File: src/rtl/ravenoc_pkg.sv
// Shared NoC types and widths for the flit transmitter.
// Flit layout: type_f in the top bits, payload below.
package ravenoc_pkg;

  localparam int X_WIDTH         = 2;
  localparam int Y_WIDTH         = 2;
  localparam int PKT_WIDTH       = 9;
  localparam int FLIT_WIDTH      = 34;
  localparam int FLIT_TP_WIDTH   = 2;
  localparam int FLIT_DATA_WIDTH = FLIT_WIDTH - FLIT_TP_WIDTH;
  localparam int MIN_DATA_WIDTH  = FLIT_DATA_WIDTH - X_WIDTH
                                 - Y_WIDTH - PKT_WIDTH;
  localparam int VC_WIDTH        = 1;

  localparam logic [PKT_WIDTH-1:0] MIN_SIZE_FLIT = PKT_WIDTH'(1);

  typedef enum logic [FLIT_TP_WIDTH-1:0] {
    HEAD_FLIT = 2'b00,
    BODY_FLIT = 2'b01,
    TAIL_FLIT = 2'b10
  } flit_type_t;

  typedef struct packed {
    flit_type_t                type_f;
    logic [X_WIDTH-1:0]        x_dest;
    logic [Y_WIDTH-1:0]        y_dest;
    logic [PKT_WIDTH-1:0]      pkt_size;
    logic [MIN_DATA_WIDTH-1:0] data;
  } s_flit_head_data_t;

  typedef struct packed {
    flit_type_t                 type_f;
    logic [FLIT_DATA_WIDTH-1:0] data;
  } s_flit_data_t;

  typedef enum logic {
    ST_IDLE = 1'b0,
    ST_BODY = 1'b1
  } tx_st_t;

endpackage

File: src/rtl/flit_out_reg.sv
// Single-entry registered flit output slot.
// Holds the flit while stalled; a load replaces it.
module flit_out_reg
  import ravenoc_pkg::*;
(
  input  logic                  clk,
  input  logic                  arst_n,
  input  logic                  load_i,
  input  logic [FLIT_WIDTH-1:0] data_i,
  input  logic                  ready_i,
  output logic                  valid_o,
  output logic [FLIT_WIDTH-1:0] data_o,
  output logic                  slot_free_o
);

  logic                  valid_q, valid_d;
  logic [FLIT_WIDTH-1:0] data_q, data_d;

  // next slot contents: load wins, else drain on handshake
  always_comb begin
    valid_d = valid_q & ~ready_i;
    data_d  = data_q;
    if (load_i) begin
      valid_d = 1'b1;
      data_d  = data_i;
    end
  end

  // slot registers
  always_ff @(posedge clk or negedge arst_n) begin
    if (!arst_n) begin
      valid_q <= 1'b0;
      data_q  <= '0;
    end else begin
      valid_q <= valid_d;
      data_q  <= data_d;
    end
  end

  assign valid_o     = valid_q;
  assign data_o      = data_q;
  assign slot_free_o = ~valid_q | ready_i;

endmodule

File: src/rtl/flit_pkt_tx.sv
// Packetizer: descriptor + payload words in,
// HEAD/BODY/TAIL flits out to one router VC.
module flit_pkt_tx
  import ravenoc_pkg::*;
#(
  parameter int VC_ID         = 0,
  parameter int MAX_PKT_FLITS = 256
) (
  input  logic                       clk,
  input  logic                       arst_n,
  input  logic                       pkt_valid_i,
  output logic                       pkt_ready_o,
  input  logic [X_WIDTH-1:0]         pkt_x_dest_i,
  input  logic [Y_WIDTH-1:0]         pkt_y_dest_i,
  input  logic [PKT_WIDTH-1:0]       pkt_size_i,
  input  logic [MIN_DATA_WIDTH-1:0]  pkt_hdata_i,
  input  logic                       data_valid_i,
  output logic                       data_ready_o,
  input  logic [FLIT_DATA_WIDTH-1:0] data_i,
  output logic [FLIT_WIDTH-1:0]      fdata_o,
  output logic                       valid_o,
  input  logic                       ready_i,
  output logic [VC_WIDTH-1:0]        vc_id_o,
  output logic                       busy_o,
  output logic                       err_o
);

  tx_st_t               state_q, state_d;
  logic [PKT_WIDTH-1:0] rem_q, rem_d;
  logic                 err_q, err_d;

  logic                  slot_free;
  logic                  load;
  logic                  pkt_hs;
  logic                  data_hs;
  logic                  illegal;
  flit_type_t            ld_type;
  logic [FLIT_WIDTH-1:0] flit_d;
  s_flit_head_data_t     head;
  s_flit_data_t          body;

  assign vc_id_o = VC_WIDTH'(VC_ID);
  assign err_o   = err_q;

  // state, flit counter and error pulse registers
  always_ff @(posedge clk or negedge arst_n) begin
    if (!arst_n) begin
      state_q <= ST_IDLE;
      rem_q   <= '0;
      err_q   <= 1'b0;
    end else begin
      state_q <= state_d;
      rem_q   <= rem_d;
      err_q   <= err_d;
    end
  end

  // next state: leave IDLE on a multi-flit head, return on tail
  always_comb begin
    state_d = state_q;
    unique case (state_q)
      ST_IDLE: if (pkt_hs && rem_d != '0) state_d = ST_BODY;
      ST_BODY: if (data_hs && rem_q == PKT_WIDTH'(1)) state_d = ST_IDLE;
      default: state_d = ST_IDLE;
    endcase
  end

  // handshakes, flit assembly and counter update
  always_comb begin
    pkt_ready_o  = 1'b0;
    data_ready_o = 1'b0;
    busy_o       = 1'b0;
    pkt_hs       = 1'b0;
    data_hs      = 1'b0;
    load         = 1'b0;
    illegal      = 1'b0;
    ld_type      = HEAD_FLIT;
    rem_d        = rem_q;
    err_d        = 1'b0;
    head         = '0;
    body         = '0;
    flit_d       = '0;
    unique case (state_q)
      ST_IDLE: begin
        pkt_ready_o   = slot_free;
        pkt_hs        = pkt_valid_i & slot_free;
        illegal       = (pkt_size_i == '0) ||
                        (pkt_size_i > PKT_WIDTH'(MAX_PKT_FLITS));
        head.type_f   = HEAD_FLIT;
        head.x_dest   = pkt_x_dest_i;
        head.y_dest   = pkt_y_dest_i;
        head.pkt_size = illegal ? MIN_SIZE_FLIT : pkt_size_i;
        head.data     = pkt_hdata_i;
        flit_d        = head;
        if (pkt_hs) begin
          load  = 1'b1;
          err_d = illegal;
          rem_d = illegal ? '0 : pkt_size_i - PKT_WIDTH'(1);
        end
      end
      ST_BODY: begin
        busy_o       = 1'b1;
        data_ready_o = slot_free;
        data_hs      = data_valid_i & slot_free;
        ld_type      = (rem_q > PKT_WIDTH'(1)) ? BODY_FLIT : TAIL_FLIT;
        body.type_f  = ld_type;
        body.data    = data_i;
        flit_d       = body;
        if (data_hs) begin
          load  = 1'b1;
          rem_d = rem_q - PKT_WIDTH'(1);
        end
      end
      default: ;
    endcase
  end

  flit_out_reg u_out (
    .clk         (clk),
    .arst_n      (arst_n),
    .load_i      (load),
    .data_i      (flit_d),
    .ready_i     (ready_i),
    .valid_o     (valid_o),
    .data_o      (fdata_o),
    .slot_free_o (slot_free)
  );

`ifndef NO_ASSERTIONS
  a_hold: assert property (@(posedge clk) disable iff (!arst_n)
    (valid_o && !ready_i) |=> $stable(fdata_o));
  a_tail: assert property (@(posedge clk) disable iff (!arst_n)
    (load && ld_type == TAIL_FLIT) |-> (state_q == ST_BODY));
`endif

endmodule
File: config.mk
export PLATFORM = sky130hd
export DESIGN_NAME = flit_pkt_tx
export DESIGN_NICKNAME = d
export VERILOG_FILES = /design/src/rtl/ravenoc_pkg.sv /design/src/rtl/flit_out_reg.sv /design/src/rtl/flit_pkt_tx.sv
export SDC_FILE = /design/constraint.sdc
export NUM_CORES = 1
export LEC_CHECK = 0
export CAP_MARGIN = 20
export CORE_ASPECT_RATIO = 1.25
export CORE_MARGIN = 2
export CORE_UTILIZATION = 44
export CTS_CLUSTER_DIAMETER = 80
export DETAILED_ROUTE_END_ITERATION = 7
export PLACE_DENSITY = 0.79
export SLEW_MARGIN = 20
export SYNTH_ARGS = -nofsm -noshare
export SYNTH_HDL_FRONTEND = slang
export SYNTH_HIERARCHICAL = 1
export SYNTH_SLANG_ARGS = --single-unit
File: constraint.sdc
create_clock -name clk -period 3.1 [get_ports clk]
set_input_delay 0.775 -clock clk [delete_from_list [all_inputs] [get_ports clk]]
set_output_delay 0.775 -clock clk [all_outputs]
set_load 0.05 [all_outputs]
# Word-level counts from Yosys, hierarchy flattened
# Index checks and enable logic that the tools add are counted.
# op_classes
add_sub_neg	2
magnitude_cmp	2
eq_ne	1
muxes	21
bitwise	7
reduce_logical	5
# ops
operator	n
$pmux 34 s2	1
$mux 9	4
$pmux 9 s2	1
$sub 9x1->9 const B	2
$mux 1	12
$eq 9x1->1 const B	1
$gt 9x1->1 const B	1
$gt 9x9->1 const B	1
$logic_not 9->1	1
$reduce_bool 9->1	1
$pmux 1 s2	2
$and 1x1->1	3
$not 1->1	3
$logic_and 1x1->1	2
$mux 2	1
$logic_or 1x1->1	1
$or 1x1->1	1
# word_totals
register_bits	46
in_bits	69
output_inout_bits	40
wordCells	43

# Logic depth before layout (Yosys ltp)
# depth
ltp_word	9
depth_mapped	10
mapped_depth_nobuf	10

# Modules after synthesis
# The synthesis kept the hierarchy.
# modules_own_cells
mod	instances	cells_per_inst	area_per_inst_um2	seq_area_each_um2
flit_out_reg	1	75	1451.4	875.8
flit_pkt_tx	1	158	1283.7	275.3

# Worst setup path after synthesis
# No wires, ideal clock.
# synth_path
kind	input to register
startpoint	input pkt_size_i[0]
endpoint	register state_q
setup_time_ns	0.124
arrival_time_ns	2.661
required_ns	2.976
setup_slack_ns	0.315
path_stages	10
path_buffers	0
cell_sequence	inv_1 > ha_1 > nand3b_1 > nor3_1 > ha_1 > nor2_1 > nand2_1 > o221ai_1 > or4_1 > o31a_1
# synth_via
elab_chain_len	9
word_cells_on_any_way	11
cone_classes	add/sub (1); order compare (1); mux (5); reduce/logical (4)
# synth_rtl
element	line	source
start, declared	flit_pkt_tx.sv:15	input logic [PKT_WIDTH-1:0] pkt_size_i,
$gt 9x9->1 / $logic_not 9->1 (equally long branches)	flit_pkt_tx.sv:88, flit_pkt_tx.sv:87	
$logic_or 1x1->1	flit_pkt_tx.sv:87	illegal = (pkt_size_i == '0) ||
$mux 9 *	flit_pkt_tx.sv:98	rem_d = illegal ? '0 : pkt_size_i - PKT_WIDTH'(1);
$mux 9 *	flit_pkt_tx.sv:95	if (pkt_hs) begin
$pmux 9 s2 *	flit_pkt_tx.sv:83	unique case (state_q)
named net rem_d[3]	flit_pkt_tx.sv:29	logic [PKT_WIDTH-1:0] rem_q, rem_d;
$reduce_bool 9->1 *	flit_pkt_tx.sv:62	ST_IDLE: if (pkt_hs && rem_d != '0) state_d = ST_BODY;
$logic_and 1x1->1 *	flit_pkt_tx.sv:62	
$mux 1 *	flit_pkt_tx.sv:62	
$pmux 1 s2 *	flit_pkt_tx.sv:61	unique case (state_q)
named net state_d	flit_pkt_tx.sv:28	tx_st_t state_q, state_d;
end signal, assigned	flit_pkt_tx.sv:52	state_q <= state_d;
end, declared	flit_pkt_tx.sv:28	
# The timed path passes the listed nets; every way through them passes the cells marked *.
# A chain may end at the register's enable or synchronous reset.

# Worst setup path in the final report
# Same ends and word-level chain as after synthesis.

==> results.py <==
metrics = {
    "routing": {
        "dr_wl_met3_um": 459,
        "drc": 0,
        "wl_per_cell_um": 15.5,
        "top_layer": "met4",
        "vias": 2240,
        "firstDrtPassIters": 4,
        "wl_met1_um": 2830,
        "avgViaCountPerCell": 5.07,
        "wl_met2_um": 3480,
        "ant_nets": 0,
        "drt_wl_total_um": 6840,
        "drtIter0Drc": 88,
    },
    "clock_tree": {
        "clock-sinks": 46,
        "numCtsBuffers": 5,
        "cts_tree": "built",
        "cts.htree.levels": 2,
        "cts_root_buf": "clkbuf_8",
        "clock_path_buffers": 2,
        "worst_skew_pair.late_latency_ns": 0.29,
        "cts_setup_buffers": 0,
        "clk_pin_slew_ns": 0.08,
    },
    "timing": {
        "slew_headroom_pct": 65.0,
        "period_needed_ns": 2.95,
        "fmax_mhz": 339,
        "hold_violations": 0,
        "fin_setup_tns_ns": 0,
        "setup-violations-final": 0,
        "worst_slew_pin_slew_ns": 0.523,
        "maxSlewViolCount": 0,
        "rsz0062_at_grt": "no",
        "finalClockSkew_ns": 0.00597,
        "finalCritPeriodShare_pct": 95.2,
    },
    "logic_synthesis": {
        "synth_nets": 306,
        "synth.yosys.seq_area_share_pct": 42.1,
        "netlist_top_cells_area": "dfrtp_1 42%, mux2_4 16%, mux2_2 12%",
        "ys_ff_latch": 46,
        "synth.avg_cell_area_um2": 11.7,
        "syn_inst": 233,
        "async_reset_ff_share_pct": 100,
        "synth_top_area_cell": "dfrtp_1",
        "synth-edff-count": 0,
        "synth_cell_types": 48,
        "yosysMostFrequentCell": "dfrtp_1",
        "synthFlopType": "dfrtp_1",
        "yosys_warnings": 6,
        "synthesis.area_mm2": 0.00274,
        "yosysTopAreaCellShare_pct": 42.1,
        "synth_commonest_cells": "46 x dfrtp_1, 29 x mux2_2, 29 x mux2_4",
    },
    "global_route": {
        "grt_pass1_wl_um": 10900,
        "overflow": 0,
        "grt_pass1_vias": 2329,
        "grt_max_degree": 37,
        "antenna_found_initial": 0,
        "gr-usage-all-layers_pct": 20.5,
    },
    "final_layout": {
        "fill_cells": 497,
        "fin_nets": 430,
        "syn_to_final_growth_pct": 49.6,
        "drive_gt1_share_pct": 28.3,
        "fin_cells": 442,
        "num_antenna_cells": 0,
    },
    "floorplanning": {
        "dieArea_mm2": 0.00687,
        "core_mm2": 0.00609,
        "die_w_um": 74.5,
        "pin_count": 109,
        "rows": 32,
        "start_util_pct": 44.9,
        "die_h_um": 92.2,
    },
    "placement": {
        "dp_cells": 435,
        "dpl.hpwl_um": 5200,
        "place.gp.congestion": 0.822,
        "place.port_buffers": 107,
    },
    "power_and_ir_drop": {
        "powerDensity_mw_per_mm2": 764,
        "power_mw": 3.13,
        "cellLeakagePower_nw": 1.76,
        "ir_drop_mv": 0.475,
    },
    "setup_path": {
        "crit_fanout": 4,
        "cp.arrival_ns": 3.14,
        "critPathRequiredTime_ns": 3.29,
        "cp-end-kind": "flop",
        "criticalPathCategory": "in2reg",
        "cp-start-kind": "input pin",
    },
    "run_status": {
        "outcome": "finished clean",
    },
    "min_path": {
        "min_path_type": "in2async",
    },
    "flow_run": {
        "drv_cap": 0,
    },
}
layout by cell type (no fill, tap or decap), types with 2 or more instances in the layout:
| cell | n |
|---|---|
| nand2_1 | 22 |
| clkinv_2 | 2 |
| o21ai_1 | 2 |
| and2_1 | 2 |
| clkdlybuf4s50_1 | 104 |
| ha_1 | 4 |
| nand3_2 | 3 |
| o21ai_0 | 8 |
| nor3b_1 | 2 |
| inv_1 | 6 |
| nor4_1 | 2 |
| nand2b_1 | 2 |
| nor2_1 | 12 |
| nor3_1 | 4 |
| mux2_4 | 29 |
| clkbuf_8 | 5 |
| or4_1 | 2 |
| o221ai_1 | 5 |
| nand3_1 | 6 |
| mux2_2 | 29 |
| xnor2_1 | 4 |
| xor2_1 | 3 |
| or3_1 | 3 |
| dfrtp_1 | 45 |
| buf_12 | 3 |
| a21oi_1 | 3 |
| buf_4 | 20 |
report_power, final:
| group | switching (mW) | internal (mW) |
|---|---|---|
| combinational | 1.01 | 0.770 |
| sequential | 0.172 | 0.828 |
| clock | 0.193 | 0.152 |
| total | 1.38 | 1.75 |
kinds of logic (layout without fill, tap and decap cells):
logic type | count (synthesis) | after routing | synth area share, %
and+or+nand+nor | 70 | 70 | 13.7
muxes | 58 | 58 | 27.9
DFF | 46 | 46 | 42.1
AOI/OAI and AO/OA | 29 | 29 | 7.37
buffers and inverters | 18 | 142 | 4.76
xor gates and xnor gates | 7 | 7 | 2.24
adders and majority gates | 4 | 4 | 1.83
other | 1 | 1 | 0.137
area by class of cell:
class | instances | area, um^2 | area share [%]
clock inverters | 2 | 10.0 | 0.245
repair buffers | 128 | 1260 | 30.7
well taps | 85 | 106 | 2.60
clock buffers | 5 | 68.8 | 1.68
flip-flops and latches | 46 | 1150 | 28.2
multi-input cells | 169 | 1470 | 36.0
inverters | 7 | 26.3 | 0.642
state kept, by name, summed over array words and instances, names as in the netlist:
register	flops
err_o	1
u_out/data_o	34
state_q	1
rem_q	9
u_out/valid_o	1
metal layers:
metal / up-vias / GRT usage [%]
met5: - / 0
met4: 0 / 4.76
met3: 8 / 4.07
met2: 90 / 35.2
met1: 1050 / 26.3
li1: 1092 / -
path summary, 6_finish.rpt:
| kind | start | endpoint | slack (ns) | cells after the start |
|---|---|---|---|---|
| max in group asynchronous | arst_n | u_out/data_o[18] | 2.14 | 2 |
| max | pkt_size_i[0] | state_q | 0.15 | 11 |
| min in group clk | u_out/data_o[2] | u_out/data_o[2] | 0.51 | 1 |
| min reg2reg | u_out/data_o[2] | u_out/data_o[2] | 0.51 | 1 |
| min | arst_n | u_out/data_o[13] | 0.40 | 1 |
| max reg2reg | rem_q[0] | state_q | 0.76 | 8 |
worst max-delay path: stages:
cell	delay (ns)
clkdlybuf4s50_1	0.47
inv_1	0.05
ha_1	0.20
nand3b_1	0.12
nor3_1	0.06
ha_1	0.33
nor2_1	0.08
nand2_2	0.10
o221ai_1	0.15
or4_1	0.53
o31a_1	0.28
through the flow:
stage / utilization, % / hold slack, ns / instance area, um^2 / setup WS, ns
after floorplan: - / 0.479 / 2740 / 0.315
after global placement: 65.8 / 0.489 / 4010 / -0.144
after detailed placement: 65.8 / 0.492 / 4010 / -0.213
after CTS: 67.1 / 0.406 / 4090 / 0.117
after global routing: 67.2 / 0.419 / 4090 / 0.000531
final: 67.2 / 0.396 / 4090 / 0.148
timing repair:
action,4_1_cts,5_1_grt
setup endpoints to repair,0,1
gates resized for setup,0,3
hold buffers,0,0
No activity file was read; power rests on OpenSTA's default activity.
